[src/rtl/vga_plot_arbiter_if.sv]
// Requester-side pixel bus shared by the drawing engines and the arbiter.
// Lane i of every packed vector belongs to requester i.
//   req_valid  requester has a pixel pending (held with its payload until ready)
//   req_ready  one-hot grant from the arbiter
//   req_x/y    packed coordinates, lane i at [i*XW +: XW] / [i*YW +: YW]
//   req_color  packed colours, lane i at [i*CW +: CW]
interface vga_plot_arbiter_if #(
    parameter int NREQ = 3,
    parameter int XW   = 10,
    parameter int YW   = 9,
    parameter int CW   = 24
);
    logic [NREQ-1:0]    req_valid;
    logic [NREQ-1:0]    req_ready;
    logic [NREQ*XW-1:0] req_x;
    logic [NREQ*YW-1:0] req_y;
    logic [NREQ*CW-1:0] req_color;

    // master = drawing engines, slave = arbiter
    modport master (output req_valid, req_x, req_y, req_color, input req_ready);
    modport slave  (input req_valid, req_x, req_y, req_color, output req_ready);
endinterface

[src/rtl/vga_plot_arbiter.sv]
// Round-robin arbiter sharing one VGA pixel-write port among NREQ drawing
// engines, with a built-in full-screen clear sequencer that pre-empts them.
// One pixel accepted per clock, issued one cycle later as a registered plot.
//   CLOCK_50, Resetn  clock / synchronous active-low reset
//   bus               requester handshake (vga_plot_arbiter_if.slave)
//   clr_start/color   start a clear with the given fill colour
//   clr_busy/done     clear in progress / last clear pixel issued
//   oob_drop          accepted pixel was off-screen and discarded
//   grant_id          last granted requester
//   VGA_X/Y/COLOR     pixel to draw, qualified by plot
module vga_plot_arbiter #(
    parameter int NREQ  = 3,
    parameter int XW    = 10,
    parameter int YW    = 9,
    parameter int CW    = 24,
    parameter int H_RES = 640,
    parameter int V_RES = 480,
    localparam int GW   = (NREQ > 1) ? $clog2(NREQ) : 1
) (
    input  logic                  CLOCK_50,
    input  logic                  Resetn,
    vga_plot_arbiter_if.slave     bus,
    input  logic                  clr_start,
    input  logic [CW-1:0]         clr_color,
    output logic                  clr_busy,
    output logic                  clr_done,
    output logic                  oob_drop,
    output logic [GW-1:0]         grant_id,
    output logic [XW-1:0]         VGA_X,
    output logic [YW-1:0]         VGA_Y,
    output logic [CW-1:0]         VGA_COLOR,
    output logic                  plot
);
    typedef enum logic {S_IDLE = 1'b0, S_CLEAR = 1'b1} state_t;

    // One extra bit so H_RES/V_RES fit even when they equal 2**XW / 2**YW
    localparam logic [XW:0]   LP_H    = (XW+1)'(H_RES);
    localparam logic [YW:0]   LP_V    = (YW+1)'(V_RES);
    localparam logic [XW-1:0] LP_XMAX = XW'(H_RES - 1);
    localparam logic [YW-1:0] LP_YMAX = YW'(V_RES - 1);

    state_t          r_state, w_state_nxt;
    logic [GW-1:0]   r_ptr;
    logic [XW-1:0]   r_clr_x;
    logic [YW-1:0]   r_clr_y;
    logic [CW-1:0]   r_clr_color;

    logic            w_found;
    logic [GW-1:0]   w_idx;
    logic [NREQ-1:0] w_ready;
    logic            w_xfer;
    logic            w_clr_go;
    logic            w_clr_end;
    logic [XW-1:0]   w_px;
    logic [YW-1:0]   w_py;
    logic [CW-1:0]   w_pc;
    logic            w_in_range;
    logic [GW-1:0]   w_ptr_nxt;

    // Round-robin search: first valid requester at or after the pointer.
    always_comb begin
        int j;
        w_found = 1'b0;
        w_idx   = '0;
        j       = 0;
        for (int k = 0; k < NREQ; k++) begin
            j = int'(r_ptr) + k;
            if (j >= NREQ) j = j - NREQ;
            if (!w_found && bus.req_valid[j]) begin
                w_found = 1'b1;
                w_idx   = GW'(j);
            end
        end
    end

    assign w_px       = bus.req_x[int'(w_idx)*XW +: XW];
    assign w_py       = bus.req_y[int'(w_idx)*YW +: YW];
    assign w_pc       = bus.req_color[int'(w_idx)*CW +: CW];
    assign w_in_range = ({1'b0, w_px} < LP_H) && ({1'b0, w_py} < LP_V);
    assign w_ptr_nxt  = (w_idx == GW'(NREQ - 1)) ? '0 : w_idx + 1'b1;
    assign w_clr_end  = (r_clr_x == LP_XMAX) && (r_clr_y == LP_YMAX);

    // Next-state and grant decode; clear start beats every requester.
    always_comb begin
        w_state_nxt = r_state;
        w_ready     = '0;
        w_xfer      = 1'b0;
        w_clr_go    = 1'b0;
        case (r_state)
            S_IDLE: begin
                if (clr_start) begin
                    w_state_nxt = S_CLEAR;
                    w_clr_go    = 1'b1;
                end else if (w_found) begin
                    w_ready[w_idx] = 1'b1;
                    w_xfer         = 1'b1;
                end
            end
            S_CLEAR: begin
                if (w_clr_end) w_state_nxt = S_IDLE;
            end
            default: w_state_nxt = S_IDLE;
        endcase
    end

    // Grant is gated by reset so no requester believes a transfer happened.
    assign bus.req_ready = Resetn ? w_ready : '0;

    always_ff @(posedge CLOCK_50) begin
        if (!Resetn) r_state <= S_IDLE;
        else         r_state <= w_state_nxt;
    end

    always_ff @(posedge CLOCK_50) begin
        if (!Resetn) begin
            r_ptr       <= '0;
            r_clr_x     <= '0;
            r_clr_y     <= '0;
            r_clr_color <= '0;
            plot        <= 1'b0;
            VGA_X       <= '0;
            VGA_Y       <= '0;
            VGA_COLOR   <= '0;
            clr_busy    <= 1'b0;
            clr_done    <= 1'b0;
            oob_drop    <= 1'b0;
            grant_id    <= '0;
        end else begin
            plot     <= 1'b0;
            clr_done <= 1'b0;
            oob_drop <= 1'b0;
            if (r_state == S_CLEAR) begin
                VGA_X     <= r_clr_x;
                VGA_Y     <= r_clr_y;
                VGA_COLOR <= r_clr_color;
                plot      <= 1'b1;
                if (w_clr_end) begin
                    clr_done <= 1'b1;
                    clr_busy <= 1'b0;
                end else if (r_clr_x == LP_XMAX) begin
                    r_clr_x <= '0;
                    r_clr_y <= r_clr_y + 1'b1;
                end else begin
                    r_clr_x <= r_clr_x + 1'b1;
                end
            end else if (w_clr_go) begin
                r_clr_color <= clr_color;
                r_clr_x     <= '0;
                r_clr_y     <= '0;
                clr_busy    <= 1'b1;
            end else if (w_xfer) begin
                // Off-screen pixels are consumed (handshake completes) but never drawn.
                grant_id <= w_idx;
                r_ptr    <= w_ptr_nxt;
                if (w_in_range) begin
                    VGA_X     <= w_px;
                    VGA_Y     <= w_py;
                    VGA_COLOR <= w_pc;
                    plot      <= 1'b1;
                end else begin
                    oob_drop <= 1'b1;
                end
            end
        end
    end
endmodule

[src/flat_wrapper.sv]
// flat-port wrapper written by rule: the top's interface ports become plain ports
module vga_plot_arbiter_flat 
#(
    parameter int NREQ  = 3,
    parameter int XW    = 10,
    parameter int YW    = 9,
    parameter int CW    = 24,
    parameter int H_RES = 640,
    parameter int V_RES = 480,
    localparam int GW   = (NREQ > 1) ? $clog2(NREQ) : 1
)
  (CLOCK_50, Resetn, clr_start, clr_color, clr_busy, clr_done, oob_drop, grant_id, VGA_X, VGA_Y, VGA_COLOR, plot, bus_req_valid, bus_req_x, bus_req_y, bus_req_color, bus_req_ready);
  vga_plot_arbiter_if #(.NREQ(NREQ), .XW(XW), .YW(YW), .CW(CW)) bus_i ();
  input  logic CLOCK_50;
  input  logic Resetn;
  input  logic clr_start;
  input  logic [CW-1:0] clr_color;
  output logic clr_busy;
  output logic clr_done;
  output logic oob_drop;
  output logic [GW-1:0] grant_id;
  output logic [XW-1:0] VGA_X;
  output logic [YW-1:0] VGA_Y;
  output logic [CW-1:0] VGA_COLOR;
  output logic plot;
  input wire logic [$bits(bus_i.req_valid)-1:0] bus_req_valid;
  input wire logic [$bits(bus_i.req_x)-1:0] bus_req_x;
  input wire logic [$bits(bus_i.req_y)-1:0] bus_req_y;
  input wire logic [$bits(bus_i.req_color)-1:0] bus_req_color;
  output wire logic [$bits(bus_i.req_ready)-1:0] bus_req_ready;
  assign bus_i.req_valid = bus_req_valid;
  assign bus_i.req_x = bus_req_x;
  assign bus_i.req_y = bus_req_y;
  assign bus_i.req_color = bus_req_color;
  assign bus_req_ready = bus_i.req_ready;
  vga_plot_arbiter #(.NREQ(NREQ), .XW(XW), .YW(YW), .CW(CW), .H_RES(H_RES), .V_RES(V_RES)) u_core (.CLOCK_50(CLOCK_50), .Resetn(Resetn), .bus(bus_i), .clr_start(clr_start), .clr_color(clr_color), .clr_busy(clr_busy), .clr_done(clr_done), .oob_drop(oob_drop), .grant_id(grant_id), .VGA_X(VGA_X), .VGA_Y(VGA_Y), .VGA_COLOR(VGA_COLOR), .plot(plot));
endmodule
[config.mk]
export PLATFORM = sky130hd
export DESIGN_NAME = vga_plot_arbiter_flat
export DESIGN_NICKNAME = d
export VERILOG_FILES = /design/src/rtl/vga_plot_arbiter_if.sv /design/src/rtl/vga_plot_arbiter.sv /design/src/flat_wrapper.sv
export SDC_FILE = /design/constraint.sdc
export NUM_CORES = 1
export LEC_CHECK = 0
export ABC_AREA = 1
export BUFFER_PORTS_ARGS = -buffer_cell sky130_fd_sc_hd__buf_4
export CAP_MARGIN = 20
export CELL_PAD_IN_SITES_DETAIL_PLACEMENT = 1
export CELL_PAD_IN_SITES_GLOBAL_PLACEMENT = 1
export CORE_ASPECT_RATIO = 1.5
export CORE_MARGIN = 2
export CORE_UTILIZATION = 36
export CTS_CLUSTER_SIZE = 14
export DETAILED_ROUTE_END_ITERATION = 6
export PLACE_DENSITY = 0.9
export SKIP_CTS_REPAIR_TIMING = 1
export SYNTH_ARGS = -nofsm -noshare
export SYNTH_HDL_FRONTEND = slang
export SYNTH_SLANG_ARGS = --single-unit
[constraint.sdc]
create_clock -name CLOCK_50 -period 5.54 [get_ports CLOCK_50]
set_clock_uncertainty 0.2 [all_clocks]
set_input_delay 0.831 -clock CLOCK_50 [delete_from_list [all_inputs] [get_ports CLOCK_50]]
set_output_delay 0.831 -clock CLOCK_50 [all_outputs]
set_load 0.1 [all_outputs]
==> results of run 1 <==
## cell families after synthesis
family | count (synthesis)
compound gates | 147
buf+inv | 113
fa+ha+maj | 6
simple gates | 448
xor+xnor | 1
flops | 95
## final cells by class
| cell class | instances | area [µm²] |
|---|---|---|
| fillers | 1945 | 7210 |
| multi-input cells | 602 | 2940 |
| flip-flops and latches | 95 | 1900 |
| repair buffers | 215 | 1630 |
| inverters | 69 | 264 |
| well taps | 196 | 245 |
| clock buffers | 10 | 239 |
| clock inverters | 6 | 90.1 |
## metal layers
metal	vias up	routed length, µm
met5	-	0
li1	2998	-
met3	42	966
met4	0	663
met1	2886	7590
met2	175	10300
## cell usage after synthesis
cell type	number	area, µm²
a211oi_1	4	30.0
a21oi_1	65	325
a21oi_4	1	16.3
a221oi_1	1	8.76
a31oi_1	1	6.26
and3_1	1	6.26
buf_1	8	30.0
buf_12	3	60.1
buf_2	3	15.0
buf_4	1	7.51
buf_6	3	33.8
clkbuf_1	26	97.6
dfxtp_1	95	1900
ha_1	6	75.1
inv_1	64	240
inv_2	3	11.3
inv_4	2	12.5
nand2_1	183	687
nand2_2	10	62.6
nand2_4	3	33.8
nand2_8	1	20.0
nand3_1	22	110
nand3_2	3	30.0
nand3_4	1	17.5
nand3b_1	9	67.6
nand4_1	40	250
nand4_2	1	12.5
nor2_1	121	454
nor2_2	34	213
nor2_8	1	20.0
nor3_1	10	50.1
nor3b_1	4	30.0
nor4_1	3	18.8
o21ai_0	38	190
o21ai_1	35	175
o21bai_1	2	15.0
or3_1	1	6.26
xor2_1	1	8.76
## layout by cell type (no fill, tap or decap), drive strengths merged, types with 2 or more instances in the layout
cell type  instances
buf              215
nand2            197
nor2             156
dfxtp             95
o21ai             73
inv               71
a21oi             66
nand4             41
nand3             26
nor3              10
clkbuf            10
nand3b             9
ha                 6
nor3b              4
a211oi             4
nor4               3
o21bai             2
bufinv             2
## sequential cells by signal (all words and copies together), names as in the netlist, 2 cells and up
| register | flops |
|---|---|
| u_core.r_clr_color | 24 |
| u_core.VGA_X | 10 |
| u_core.grant_id | 2 |
| u_core.r_ptr | 2 |
| u_core.VGA_COLOR | 24 |
| u_core.VGA_Y | 9 |
| u_core.r_clr_y | 9 |
| u_core.r_clr_x | 10 |
## worst min path at each step
stage	start	end	depth (start not counted)
after floorplan	u_core.r_clr_color[13]$_SDFFE_PN0P_	u_core.r_clr_color[13]$_SDFFE_PN0P_	2
after global routing	u_core.r_clr_color[12]$_SDFFE_PN0P_	u_core.r_clr_color[12]$_SDFFE_PN0P_	2
after global placement	u_core.r_clr_color[9]$_SDFFE_PN0P_	u_core.r_clr_color[9]$_SDFFE_PN0P_	2
after detailed placement	u_core.r_clr_color[9]$_SDFFE_PN0P_	u_core.r_clr_color[9]$_SDFFE_PN0P_	2
final	u_core.r_clr_color[13]$_SDFFE_PN0P_	u_core.r_clr_color[13]$_SDFFE_PN0P_	2
after CTS	u_core.r_clr_color[9]$_SDFFE_PN0P_	u_core.r_clr_color[9]$_SDFFE_PN0P_	2
## critical path, delay by kind of cell, from the launching register on
kind / cells / cell delay [ns]
AND/OR/NAND/NOR: 12 / 2.18
buffers and inverters: 3 / 0.75
flip-flops: 1 / 0.40
adder cells (fa/ha/maj): 1 / 0.38
## power by group
group / internal [W] / switching, W / total [W] / leakage (nW)
logic: 0.000420 / 0.00125 / 0.00167 / 2.48
registers: 0.000784 / 0.0000647 / 0.000849 / 0.783
clock network: 0.000411 / 0.000277 / 0.000687 / 0.159
total: 0.00161 / 0.00159 / 0.00321 / 3.42
## through the flow
| step | utilization [%] | cells | total power (W) | instance area, µm² |
|---|---|---|---|---|
| final | 50.4 | 1193 | 0.00321 | 7310 |
| after global routing | 50.4 | 1193 | 0.00339 | 7310 |
| after CTS | 50.2 | 1192 | 0.00323 | 7290 |
| after detailed placement | 47.9 | 1176 | 0.00254 | 6960 |
| after global placement | 47.9 | 1176 | 0.00250 | 6960 |
| after floorplan | - | 810 | 0.00216 | 5350 |
==> impl_metrics.toml, run 1 <==
[place]
pre_cts_ws_ns = 1.47
gp_congestion = 0.852
dp_hpwl_um = 14400
numPortBuffers = 210

[global_route]
grt_pass1_vias = 6422
grt_max_degree = 67
grt.busiest_layer = "met2"
grtUsageTotal_pct = 24.5
overflow = 0
antenna_found_initial = 0
grt_pass1_wl_um = 31700
grtUsageMet2_pct = 46.6
met3_usage_pct = 4.65
use_met1_pct = 26.2

[critical_path]
worst-path-max-fanout = 51
worstPathRequired_ns = 5.62
worstSetupPathType = "reg2reg"
regToRegStartpoint = "u_core.r_ptr[0]$_SDFFE_PN0P_"
critical_path.max_stage_delay_ns = 0.53
r2r_slack_ns = 1.53
cp_cell_sequence = "inv_1, ha_1, inv_1, nand3_1, nand2_2, nand4_1, nand2_2, buf_4, nand2_1, nand3_1, nor2_1, nand2_2, nand3_4, nand2_8, nor2_1, nor2_1"
critPathLaunch = "u_core.r_ptr[0]$_SDFFE_PN0P_"
r2r_cells = 16
setup.worst_path.end = "u_core.VGA_COLOR[8]$_SDFFE_PN0P_"
critPathLaunchType = "flop"
cp-end-kind = "flop"
crit_arrival_ns = 4.09
crit_slowest_cell = "nand2_8"
r2r-end = "u_core.VGA_COLOR[8]$_SDFFE_PN0P_"

[logic_synthesis]
synth_cells = 810
synth_area_um2 = 5350
ys.warnings.count = 0
postSynthAreaPerCell_um2 = 6.61
syn_nets = 975
synth-compound-area-share_pct = 14.3
synth_cell_types = 38
synth_xor_area_share_pct = 0.164
synth-seq-area-share_pct = 35.5
synthSimpleGateAreaFrac_pct = 39.1
muxShareOfSynthArea_pct = 0
synth-seq-cells = 95
yosys.area_share.adder_pct = 1.40
synth_top_family_by_area = "simple AND/OR/NAND/NOR gates"

[cts]
cts_tree = "done"
clk_pin_slew_ns = 0.07
cts_made_buffers = 9
htreeDepth = 3
max-clock-path-buffers = 2
insertion_delay_ns = 0.34
cts_root_buf = "clkbuf_16"
clkSinkCount = 95

[routing]
drc = 0
dr.pass1.iters = 4
ant_nets = 0
wirelength_um = 19500
vias = 6101
drt_iter0_markers = 237
wl_per_cell_um = 16.4
viasPerCell = 5.11

[worst_hold_path]
hold_class = "reg2reg"

[floorplanning]
die_y_um = 153
coreArea_um2 = 14500
chipWidth_um = 104
start_util_pct = 36.8
die_area_um2 = 15900
row_count = 54
io_pins = 211

[sta]
finalSetupViolations = 0
fin_ws_ns = 1.53
fmax_ghz = 0.249
drv_slew = 0
period_share_pct = 72.4
rsz0062_at_grt = "false"
hold_violations = 0
slew-limit-headroom_pct = 49.2
tightest_slew_ns = 0.761
fin_crit_ns = 4.01
whs_ns = 0.256
fin_setup_tns_ns = 0

[power]
total_leakage_power_nw = 3.42
ir_drop_mv = 0.269
power.density_nw_per_um2 = 439

[final_layout]
drive_gt1_share_pct = 29.3
fin_nets = 1157
area_growth_pct = 36.7
diodes = 0

[outcome]
status = "finished clean"

[flow_run]
maxCapViolCount = 0
Power figures use the tool's default switching activity.
==> run 2, diff against run 1 <==
--- a/config.mk
+++ b/config.mk
@@ -5,17 +5,17 @@
 export SDC_FILE = /design/constraint.sdc
 export NUM_CORES = 1
 export LEC_CHECK = 0
-export ABC_AREA = 1
+export ABC_AREA = 0
 export BUFFER_PORTS_ARGS = -buffer_cell sky130_fd_sc_hd__buf_4
 export CAP_MARGIN = 20
 export CELL_PAD_IN_SITES_DETAIL_PLACEMENT = 1
 export CELL_PAD_IN_SITES_GLOBAL_PLACEMENT = 1
 export CORE_ASPECT_RATIO = 1.5
 export CORE_MARGIN = 2
-export CORE_UTILIZATION = 36
+export CORE_UTILIZATION = 35
 export CTS_CLUSTER_SIZE = 14
 export DETAILED_ROUTE_END_ITERATION = 6
-export PLACE_DENSITY = 0.9
+export PLACE_DENSITY = 0.85
 export SKIP_CTS_REPAIR_TIMING = 1
 export SYNTH_ARGS = -nofsm -noshare
 export SYNTH_HDL_FRONTEND = slang
==> constraint.sdc (replaced) <==
create_clock -name CLOCK_50 -period 3.7 [get_ports CLOCK_50]
set_clock_uncertainty 0.2 [all_clocks]
set_input_delay 0.555 -clock CLOCK_50 [delete_from_list [all_inputs] [get_ports CLOCK_50]]
set_output_delay 0.555 -clock CLOCK_50 [all_outputs]
set_load 0.1 [all_outputs]
==> run 2 against run 1 <==
Effect of this change:
- sequential share of layout area up 0.22 points
- final cell count down 14%
- die area up 1.1%
- synthesized cell count down 21%
- largest power group unchanged
- worst setup slack worse by 1.3 ns
==> impl_metrics.toml, run 2 <==
[critical_path]
cp-end-kind = "output pin"
critical_path.max_stage_delay_ns = 0.39
cp_top_family = "buffers and inverters"
worst-path-max-fanout = 49
crit_slowest_cell = "ha_1"
worstSetupPathType = "reg2out"
critPathLaunchType = "flop"
crit_buf_inv = 3
worstPathRequired_ns = 2.94
crit_arrival_ns = 2.71
cp_cell_sequence = "inv_1, ha_1, and3b_1, a2111oi_4, o32ai_4, buf_12, nor2_2, buf_4"

[place]
numPortBuffers = 210
dp_hpwl_um = 13200
gp_congestion = 0.869
dpl-instance-area_um2 = 6940

[global_route]
grt_pass1_wl_um = 28100
grtUsageTotal_pct = 21.8
grt_pass1_vias = 5651
antenna_found_initial = 0
overflow = 0
grt_max_degree = 86

[logic_synthesis]
synthTopCellsByArea = "dfxtp_1 36%, mux2i_1 8.9%, nor2_1 7.1%"
synth_cell_types = 54
postSynthAreaPerCell_um2 = 8.21
synth-seq-cells = 95
synth-seq-area-share_pct = 36.1
synth_cells = 641
async_flop_share_pct = 0
synth_area_um2 = 5260
synth_area_leader_cell = "dfxtp_1"
synthTopCellsByCount = "100 x nor2_1, 95 x dfxtp_1, 86 x nand2_1, 54 x o21ai_0, 47 x mux2i_1"
syn_nets = 806
ys.warnings.count = 0
synth_edf_count = 0
synth.most_common_cell = "nor2_1"
synth_top_cell_area_share_pct = 36.1
synth-main-ff-cell = "dfxtp_1"

[sta]
slew-limit-headroom_pct = 50.2
drv_slew = 0
fin_crit_ns = 3.47
finalSetupViolations = 0
fin_setup_tns_ns = 0
period_share_pct = 93.7
fmax_ghz = 0.289
rsz0062_at_grt = "false"
tightest_slew_ns = 0.747
hold_violations = 0
whs_ns = 0.259

[cts]
cts_root_buf = "clkbuf_16"
cts_tree = "done"
cts_made_buffers = 9
insertion_delay_ns = 0.34
max-clock-path-buffers = 2
clkSinkCount = 95
clk_pin_slew_ns = 0.07
htreeDepth = 3

[floorplanning]
die_area_um2 = 16100
coreArea_um2 = 14700
start_util_pct = 35.9
io_pins = 211
chipWidth_um = 104
row_count = 54
die_y_um = 154

[routing]
dr.pass1.iters = 4
drc = 0
vias = 5366
wirelength_um = 17800
ant_nets = 0
drt_iter0_markers = 224
wl_per_cell_um = 17.3
viasPerCell = 5.22

[power]
ir_drop_mv = 0.296
power.density_nw_per_um2 = 515
total_leakage_power_nw = 3.05

[final_layout]
nFillCells = 1794
diodes = 0
area_growth_pct = 37.9
reg.largest.list = "u_core.VGA_COLOR x24, u_core.r_clr_color x24"
fin_nets = 992
layout_common_cells = "218 x buf_4, 98 x nor2_1, 95 x dfxtp_1"
drive_gt1_share_pct = 33.5
layout_commonest_cell = "buf_4"
postLayoutCellArea_um2 = 7250

[worst_hold_path]
hold_class = "reg2reg"

[outcome]
status = "finished clean"

[flow_run]
maxCapViolCount = 0
## run 2: cell count changes in the layout (fill, tap and decap cells not counted), moves of 10 or more
| cell | before | now |
|---|---|---|
| inv_1 | 63 | 10 |
| nand2_2 | 10 | 0 |
| o21ai_0 | 38 | 54 |
| nand4_1 | 40 | 6 |
| nor2_1 | 121 | 98 |
| nand3_1 | 22 | 9 |
| o22ai_2 | 0 | 30 |
| nor2_2 | 34 | 2 |
| a21boi_0 | 0 | 26 |
| nand2_1 | 183 | 86 |
| a21oi_1 | 65 | 39 |
| mux2i_1 | 0 | 47 |
| o21ai_1 | 35 | 1 |
## run 2: area by class of cell
class	instances	area (µm²)	area share (%)
multi-input cells	491	3090	42.5
flip-flops and latches	95	1900	26.2
repair buffers	220	1680	23.1
well taps	196	245	3.38
clock buffers	9	225	3.10
clock inverters	7	82.6	1.14
inverters	10	37.5	0.517
## run 2: routing by layer
layer / vias up / global-route usage (%) / routed length [µm]
li1: 2623 / - / -
met1: 2569 / 23.3 / 6720
met2: 139 / 41.8 / 9860
met3: 35 / 3.33 / 667
met4: 0 / 9.78 / 561
met5: - / 0 / 0
## run 2: path summary, 6_finish.rpt
kind	cells past startpoint	to	slack, ns	startpoint
worst max-delay path	8	bus_req_ready[0]	0.23	u_core.r_ptr[0]$_SDFFE_PN0P_
worst min-delay path	2	u_core.VGA_Y[6]$_SDFFE_PN0P_	0.26	u_core.VGA_Y[6]$_SDFFE_PN0P_
worst max register to register	10	u_core.VGA_Y[8]$_SDFFE_PN0P_	0.43	u_core.r_ptr[0]$_SDFFE_PN0P_
worst min register to register	2	u_core.VGA_Y[6]$_SDFFE_PN0P_	0.26	u_core.VGA_Y[6]$_SDFFE_PN0P_
## run 2: worst reg2reg max path, stage by stage (launching register included)
cell	delay, ns
dfxtp_1	0.38
inv_1	0.08
ha_1	0.39
and3b_1	0.26
a2111oi_4	0.39
o32ai_4	0.20
a311oi_2	0.37
or3_2	0.21
buf_4	0.36
o221ai_1	0.16
and2_1	0.17
## run 2: cell families after synthesis
family,count (synthesis),synth area share (%)
and+or+nand+nor,241,20.1
AOI/OAI and AO/OA,184,25.7
DFF,95,36.1
buffers and inverters,55,5.54
muxes,47,8.94
xor gates and xnor gates,13,2.16
adders and majority gates,6,1.43
## run 2: where the power goes
group / internal, W / total [W] / leakage, nW / switching (W)
Sequential: 0.00111 / 0.00118 / 0.780 / 0.0000626
Clock: 0.000532 / 0.000956 / 0.144 / 0.000424
Combinational: 0.000535 / 0.00160 / 2.12 / 0.00107
Total: 0.00218 / 0.00374 / 3.05 / 0.00156
## run 2: per-stage QoR
step | power, W | instances | setup WS (ns) | util (%)
final | 0.00374 | 1028 | 0.235 | 49.5
after CTS | 0.00378 | 1028 | 0.159 | 49.5
after detailed placement | 0.00281 | 1012 | 0.458 | 47.4
after floorplan | 0.00240 | 641 | 0.00858 | -
after global placement | 0.00278 | 1012 | 0.548 | 47.4
after global routing | 0.00391 | 1028 | 0.0716 | 49.5
